`src/rtl/sc_instr_fetch_unit.sv`:
```
// rtl/sc_instr_fetch_unit.sv - instruction fetch engine: PC owner, memory read, IR load
// Sequences IDLE->REQ->LOAD (or REQ->ABORT on missing ack) and strobes the IR with the fetched word.
module sc_instr_fetch_unit #(
    parameter int                   DATAWIDTH_BUS  = 32,
    parameter int                   ADDRWIDTH      = 32,
    parameter logic [ADDRWIDTH-1:0] RESET_PC       = '0,
    parameter int                   TIMEOUT_CYCLES = 16
) (
    input  logic                     SC_RegGENERAL_CLOCK_50,
    input  logic                     SC_RegGENERAL_RESET_InHigh,
    input  logic                     fetch_start_i,
    input  logic                     redirect_valid_i,
    input  logic [ADDRWIDTH-1:0]     redirect_addr_i,
    output logic                     mem_req_o,
    output logic [ADDRWIDTH-1:0]     mem_addr_o,
    input  logic                     mem_ack_i,
    input  logic [DATAWIDTH_BUS-1:0] mem_rdata_i,
    output logic                     ir_write_n_o,
    output logic [DATAWIDTH_BUS-1:0] ir_data_o,
    output logic [ADDRWIDTH-1:0]     pc_o,
    output logic                     busy_o,
    output logic                     fetch_done_o,
    output logic                     fetch_error_o
);

    localparam int            CW  = $clog2(TIMEOUT_CYCLES + 1);
    localparam logic [CW-1:0] TMO = CW'(TIMEOUT_CYCLES);

    typedef enum logic [1:0] {IDLE, REQ, LOAD, ABORT} state_t;

    state_t                   state_q, state_d;
    logic [ADDRWIDTH-1:0]     pc_q, pc_d;
    logic [ADDRWIDTH-1:0]     mem_addr_q, mem_addr_d;
    logic                     mem_req_q, mem_req_d;
    logic                     ir_write_n_q, ir_write_n_d;
    logic [DATAWIDTH_BUS-1:0] ir_data_q, ir_data_d;
    logic                     fetch_done_q, fetch_done_d;
    logic                     fetch_error_q, fetch_error_d;
    logic [CW-1:0]            cnt_q, cnt_d;
    logic [ADDRWIDTH-1:0]     redirect_al;

    assign redirect_al = {redirect_addr_i[ADDRWIDTH-1:2], 2'b00};

    always_comb begin
        state_d       = state_q;
        pc_d          = pc_q;
        mem_addr_d    = mem_addr_q;
        mem_req_d     = mem_req_q;
        ir_write_n_d  = 1'b1;
        ir_data_d     = ir_data_q;
        fetch_done_d  = 1'b0;
        fetch_error_d = 1'b0;
        cnt_d         = cnt_q;
        case (state_q)
            IDLE: begin
                if (redirect_valid_i) pc_d = redirect_al;
                if (fetch_start_i) begin
                    state_d    = REQ;
                    mem_req_d  = 1'b1;
                    mem_addr_d = redirect_valid_i ? redirect_al : pc_q;
                    cnt_d      = CW'(1);
                end
            end
            REQ: begin
                // ack is checked before the limit so a last-cycle ack still loads
                if (mem_ack_i) begin
                    state_d      = LOAD;
                    mem_req_d    = 1'b0;
                    ir_data_d    = mem_rdata_i;
                    ir_write_n_d = 1'b0;
                    fetch_done_d = 1'b1;
                end else if (cnt_q == TMO) begin
                    state_d       = ABORT;
                    mem_req_d     = 1'b0;
                    fetch_error_d = 1'b1;
                end else begin
                    cnt_d = cnt_q + CW'(1);
                end
            end
            LOAD: begin
                pc_d    = mem_addr_q + ADDRWIDTH'(4);
                state_d = IDLE;
            end
            default: state_d = IDLE;
        endcase
    end

    always_ff @(posedge SC_RegGENERAL_CLOCK_50 or posedge SC_RegGENERAL_RESET_InHigh) begin
        if (SC_RegGENERAL_RESET_InHigh) begin
            state_q       <= IDLE;
            pc_q          <= RESET_PC;
            mem_addr_q    <= '0;
            mem_req_q     <= 1'b0;
            ir_write_n_q  <= 1'b1;
            ir_data_q     <= '0;
            fetch_done_q  <= 1'b0;
            fetch_error_q <= 1'b0;
            cnt_q         <= '0;
        end else begin
            state_q       <= state_d;
            pc_q          <= pc_d;
            mem_addr_q    <= mem_addr_d;
            mem_req_q     <= mem_req_d;
            ir_write_n_q  <= ir_write_n_d;
            ir_data_q     <= ir_data_d;
            fetch_done_q  <= fetch_done_d;
            fetch_error_q <= fetch_error_d;
            cnt_q         <= cnt_d;
        end
    end

    assign mem_req_o     = mem_req_q;
    assign mem_addr_o    = mem_addr_q;
    assign ir_write_n_o  = ir_write_n_q;
    assign ir_data_o     = ir_data_q;
    assign pc_o          = pc_q;
    assign fetch_done_o  = fetch_done_q;
    assign fetch_error_o = fetch_error_q;
    assign busy_o        = (state_q != IDLE);

endmodule

```
`config.mk`:
```
export PLATFORM = sky130hd
export DESIGN_NAME = sc_instr_fetch_unit
export DESIGN_NICKNAME = d
export VERILOG_FILES = /design/src/rtl/sc_instr_fetch_unit.sv
export SDC_FILE = /design/constraint.sdc
export NUM_CORES = 1
export LEC_CHECK = 0
export ABC_AREA = 1
export CORE_UTILIZATION = 35
export CTS_CLUSTER_SIZE = 10
export DETAILED_ROUTE_END_ITERATION = 7
export GPL_TIMING_DRIVEN = 0
export PLACE_DENSITY = 0.66
export SETUP_SLACK_MARGIN = 0.5
export SYNTH_ARGS = -nofsm -noshare
export SYNTH_HDL_FRONTEND = slang
export SYNTH_SLANG_ARGS = --single-unit
```
`constraint.sdc`:
```
create_clock -name SC_RegGENERAL_CLOCK_50 -period 3.16 [get_ports SC_RegGENERAL_CLOCK_50]
set_clock_uncertainty 0.15 [all_clocks]
set_input_delay 0.474 -clock SC_RegGENERAL_CLOCK_50 [delete_from_list [all_inputs] [get_ports SC_RegGENERAL_CLOCK_50]]
set_output_delay 0.474 -clock SC_RegGENERAL_CLOCK_50 [all_outputs]
set_load 0.005 [all_outputs]
```
After elaboration in Yosys (flattened, before gate mapping) --
Index checks and enable logic that the tools add are counted.
Operators by class: reduce and logical (&&, ||, !) cells 9, equality and inequality tests 7, add/sub/neg operators 2, muxes and demuxes 21
Operator list (number):
- 32-bit case mux with 2 select lines | 1
- 32-bit by 3-bit adder with 32-bit output, second input constant | 1
- 32-bit two-way mux | 1
- 5-bit two-way mux | 3
- 1-bit two-way mux | 10
- 5-bit case mux with 2 select lines | 1
- 2-bit two-way mux | 3
- 2-bit != test, second input constant | 3
- 2-bit AND reduction | 3
- 2-bit nonzero test | 3
- 5-bit by 1-bit adder with 5-bit output, second input constant | 1
- 5-bit equality test, second input constant | 1
- 2-bit case mux with 2 select lines | 1
- 4-bit AND reduction | 1
- 3-bit != test, second input constant | 1
- 3-bit AND reduction | 1
- 2-bit by 1-bit equality test with 1-bit output, second input constant | 1
- 2-bit equality test, second input constant | 1
- 2-bit logical NOT | 1
- 1-bit case mux with 2 select lines | 1
Storage, ports and cells: logic and storage cells 48, output and inout bits 101, register bits after elaboration 107

Logic depth before layout (Yosys ltp) --
word-level depth 4, depth in mapped cells 10, mapped depth without buffers 10

Worst setup path before layout --
No wires, ideal clock.
kind flip-flop to flip-flop, start register mem_addr_q[2], in the netlist mem_addr_o[2], end register pc_q[28], in the netlist pc_o[28], path slack 1668 ps, path buffers 0, clock period less this slack 1492 ps, data arrival time 1221 ps, data required time 2889 ps, cell stages (with the launch flop) 9, cells stage by stage dfrtp_1 -> ha_1 -> nand3_1 -> nor2_2 -> nand2_1 -> nor2_1 -> nand3_1 -> nand3_1 -> nand2_1
On the way: word-level cells in the longest chain between the ends 2
Ends and longest elaborated chain:
- start, declared | line 33 | logic [ADDRWIDTH-1:0] mem_addr_q, mem_addr_d;
- start signal, assigned | line 102 | mem_addr_q <= mem_addr_d;
- 32-bit by 3-bit adder with 32-bit output | line 81 | pc_d = mem_addr_q + ADDRWIDTH'(4);
- 32-bit case mux with 2 select lines | line 54 | case (state_q)
- end signal, assigned | line 101 | pc_q <= pc_d;
- end, declared | line 32 | logic [ADDRWIDTH-1:0] pc_q, pc_d;
No other way between the ends. A chain may end at the register's enable or synchronous reset.

Worst setup path in the final report --
start register state_q[0], end output busy_o
On the way: word-level cells in the longest chain between the ends 1
Ends and longest elaborated chain:
- start, declared | line 31 | state_t state_q, state_d;
- start signal, assigned | line 100 | state_q <= state_d;
- 2-bit nonzero test | line 119 | assign busy_o = (state_q != IDLE);
- end, declared | line 21 | output logic busy_o,
No other way between the ends.

==> impl_summary.txt <==
----------------------------------------------------
[Global routing]
  GRT overflow ... 0
  Maximum number of pins on one net before global-route repair ... 40
  Tot GR Track Use ... 21.9%
  Number of global-route vias before repair ... 5191
  Number of antenna violations at the first check in global routing ... 0
  Global-route wire length before repair ... 27200 µm

[Synth]
  Yosys top cell area share ... 48.5%
  Async set or reset register ratio after synthesis ... 100%
  Cell count after synthesis ... 733
  Most instantiated cells after synthesis ... sky130_fd_sc_hd__nand2_1, sky130_fd_sc_hd__dfrtp_1, sky130_fd_sc_hd__inv_1, sky130_fd_sc_hd__nor2_1, sky130_fd_sc_hd__nand3_1
  Biggest area contributors in the synthesized netlist ... sky130_fd_sc_hd__dfrtp_1, sky130_fd_sc_hd__nand2_1, sky130_fd_sc_hd__inv_1, sky130_fd_sc_hd__a22oi_1, sky130_fd_sc_hd__nor2_1
  Multiplexer area fraction after synthesis ... 0.183%
  Post-Syn Nets ... 805
  Sequential fraction of the synthesis area ... 49.0%
  Primary FF master, synth ... sky130_fd_sc_hd__dfrtp_1
  Synthesized flop and latch total ... 107
  Synthesized area per cell ... 7.46 µm²
  Library cell with the largest summed area after synthesis ... sky130_fd_sc_hd__dfrtp_1
  XOR/XNOR share of the synthesized area ... 0.801%
  Post-Synthesis Cell Area ... 0.00547 mm²
  Distinct cells, synth ... 28
  Complex-gate fraction of the synthesized area ... 9.41%
  Simple logic cell fraction of the synthesized area ... 33.5%
  Yosys Warn Count ... 0
  Adder-cell area share of the yosys netlist ... 0.687%
  Number of synthesized flops with an enable pin ... 0
  Most numerous cell in the Yosys netlist ... sky130_fd_sc_hd__nand2_1
  Main combinational cell family by area after synthesis ... simple AND/OR/NAND/NOR gates

[Floorplan]
  Core Rows ... 45
  IO Pins ... 170
  Area of the core ... 0.0152 mm²
  Die span in y ... 127 µm
  Initial standard-cell utilization of the core ... 36.0%
  Die X ... 127 µm
  Die Area ... 0.0161 mm²

[Placed design]
  Placed cell count ... 1090
  Final HPWL DP ... 13000 µm
  Placement-stage worst setup slack ... 1.01 ns
  Total of buffers placed on input and output ports ... 167
  Final Wtd Congestion ... 0.911

[Route]
  Total number of vias ... 5211
  DRC violation total after the first TritonRoute iteration ... 345
  DRC errors left ... 0
  First-pass detailed-route iteration total ... 4
  Post-Route WL ... 16900 µm
  Vias per cell ... 4.71
  Final ANT Viol Nets ... 0
  Average wire per standard cell ... 15.3 µm

[Pwr]
  Total power ... 6620 µW
  Total power per unit cell area ... 860 mW/mm²
  Max IR drop VDD ... 0.432 mV
  Leak Pwr ... 0.00364 µW

[Hold path]
  Class of the tightest hold or removal check ... reg -> reg

[Clock tree]
  CTS root buf ... sky130_fd_sc_hd__clkbuf_16
  Insertion delay to the later sink of the worst-skew pair ... 0.35 ns
  Cts-stage hold buffer count ... 0
  Num CTS Buffers ... 9
  Number of clock sinks seen by CTS ... 107
  TritonCTS clock tree ... built
  Post-CTS Setup Inserts ... 0
  Post_cts resized ... 0
  # H-tree levels ... 3
  Clock buffer depth ... 2
  Register clock-pin slew on the reported worst setup and hold paths ... 0.07 ns

[Timing]
  Setup ws final ... 0.689 ns
  Achievable Freq ... 405 MHz
  Total count of max-transition violations in the final report ... 0
  Total setup violations reported at the end of the flow ... 0
  Actual transition at the worst max-transition pin ... 0.743 ns
  Final count of hold timing violations ... 0
  Setup repair after global routing missed its margin ... false
  Final period util ... 78.2%
  Max transition margin ... 50.4%
  Final critical path time including I/O delays and setup ... 2.47 ns
  Summed negative setup slack over all endpoints ... 0 ns

[Layout]
  Area grow syn2layout ... 40.9%
  Antenna cell count ... 0
  Share of cells above drive strength 1 ... 7.41%
  Post-Layout Cell Count ... 1106
  Nets@finish ... 985

[Setup path]
  Required time of the critical path ... 2.54 ns
  Startpoint kind of the worst setup timing path ... register
  Max Fanout on Critical Path ... 10
  Buf+Inv Stages, Crit Path ... 2
  Crit end category ... primary output
  Cell chain of the critical path ... nor2_4 -> inv_1 -> clkdlybuf4s50_1
  Worst setup path category ... reg -> out
  Max stage delay on crit path ... 0.49 ns
  Critical-path top delay cell ... sky130_fd_sc_hd__clkdlybuf4s50_1
  Arrival time worst endpoint ... 1.85 ns
  CP delay by family, top ... buffers and inverters

[Job]
  Max-cap violation count ... 0

[Run status]
  Result of the run ... finished, final reports clean

----------------------------------------------------
## kinds of logic (layout without fill, tap and decap cells)
| kind of cell | Yosys count | count (layout) |
|---|---|---|
| flip-flops | 107 | 107 |
| AO/OA/AOI/OAI | 86 | 86 |
| adder cells (fa/ha/maj) | 3 | 3 |
| XOR/XNOR | 5 | 5 |
| multiplexers | 1 | 1 |
| AND/OR/NAND/NOR | 451 | 451 |
| buffers and inverters | 80 | 265 |
## registers in the layout, summed over array words and instances, names as in the netlist
name,count
mem_addr_o,32
fetch_done_o,1
state_q,2
cnt_q,5
fetch_error_o,1
ir_write_n_o,1
pc_o,32
mem_req_o,1
ir_data_o,32
## cell usage in the layout (no fill, tap or decap), types with 2 or more instances in the layout
master / count
sky130_fd_sc_hd__inv_6: 3
sky130_fd_sc_hd__nor2_4: 7
sky130_fd_sc_hd__clkbuf_16: 9
sky130_fd_sc_hd__nor2_1: 44
sky130_fd_sc_hd__nand2_2: 6
sky130_fd_sc_hd__a21oi_1: 9
sky130_fd_sc_hd__xor2_1: 5
sky130_fd_sc_hd__buf_12: 2
sky130_fd_sc_hd__ha_1: 3
sky130_fd_sc_hd__nand2_1: 353
sky130_fd_sc_hd__o21ai_0: 22
sky130_fd_sc_hd__clkdlybuf4s50_1: 167
sky130_fd_sc_hd__buf_2: 14
sky130_fd_sc_hd__clkbuf_1: 3
sky130_fd_sc_hd__nor2_2: 6
sky130_fd_sc_hd__o221ai_1: 5
sky130_fd_sc_hd__nand4_1: 3
sky130_fd_sc_hd__buf_4: 7
sky130_fd_sc_hd__o211ai_1: 4
sky130_fd_sc_hd__dfrtp_1: 106
sky130_fd_sc_hd__clkinvlp_4: 2
sky130_fd_sc_hd__inv_2: 6
sky130_fd_sc_hd__inv_1: 48
sky130_fd_sc_hd__nand3_1: 29
sky130_fd_sc_hd__o21ai_1: 24
sky130_fd_sc_hd__a22oi_1: 22
## power by group
| part | leakage (µW) | total (µW) | internal [µW] | switching, µW |
|---|---|---|---|---|
| logic | 0.00215 | 3010 | 1560 | 1450 |
| registers | 0.00135 | 2510 | 1950 | 566 |
| clock network | 0.000137 | 1100 | 567 | 531 |
## tightest hold or removal path, delay by kind of cell, from the launching register on
kind          cells  cell delay [ns]
flops             1             0.34
simple gates      2             0.11
## per-stage QoR
| step | utilization [%] | hold WS [ns] | area [µm²] |
|---|---|---|---|
| final | 50.7 | 0.330 | 7700 |
| after global routing | 50.7 | 0.363 | 7700 |
| after CTS | 50.7 | 0.336 | 7700 |
| after detailed placement | 48.8 | 0.315 | 7420 |
| after global placement | 48.5 | 0.311 | 7380 |
| after floorplan | - | 0.322 | 5470 |
## final timing paths
path | startpoint | endpoint | slack [ns] | cells past startpoint
setup reg to reg | mem_addr_o[2]$_DFFE_PP0P_ | pc_o[28]$_DFFE_PP0P_ | 1.33 | 8
hold reg to reg | ir_data_o[7]$_DFFE_PP0N_ | ir_data_o[7]$_DFFE_PP0N_ | 0.33 | 2
hold / removal | ir_data_o[7]$_DFFE_PP0N_ | ir_data_o[7]$_DFFE_PP0N_ | 0.33 | 2
min in group asynchronous | SC_RegGENERAL_RESET_InHigh | ir_data_o[31]$_DFFE_PP0N_ | 0.44 | 2
max in group asynchronous | SC_RegGENERAL_RESET_InHigh | mem_addr_o[17]$_DFFE_PP0P_ | 1.54 | 4
setup / recovery | state_q[0]$_DFFE_PP0P_ | busy_o | 0.69 | 3
## area by class of cell
class | instances | area (µm²)
well taps | 188 | 235
multi-input cells | 546 | 2440
inverters | 55 | 210
repair buffers | 169 | 1710
fillers | 1536 | 7500
flip-flops and latches | 107 | 2680
plain buffers | 25 | 145
clock inverters | 5 | 42.5
clock buffers | 11 | 243
## per-layer routing
metal  share of wire, %  global-route usage, %
met5                  0                      0
met4                1.4                   6.51
met3                8.4                   6.20
met2                 47                   36.5
met1                 44                   27.7
No activity file was read; power rests on OpenSTA's default activity.
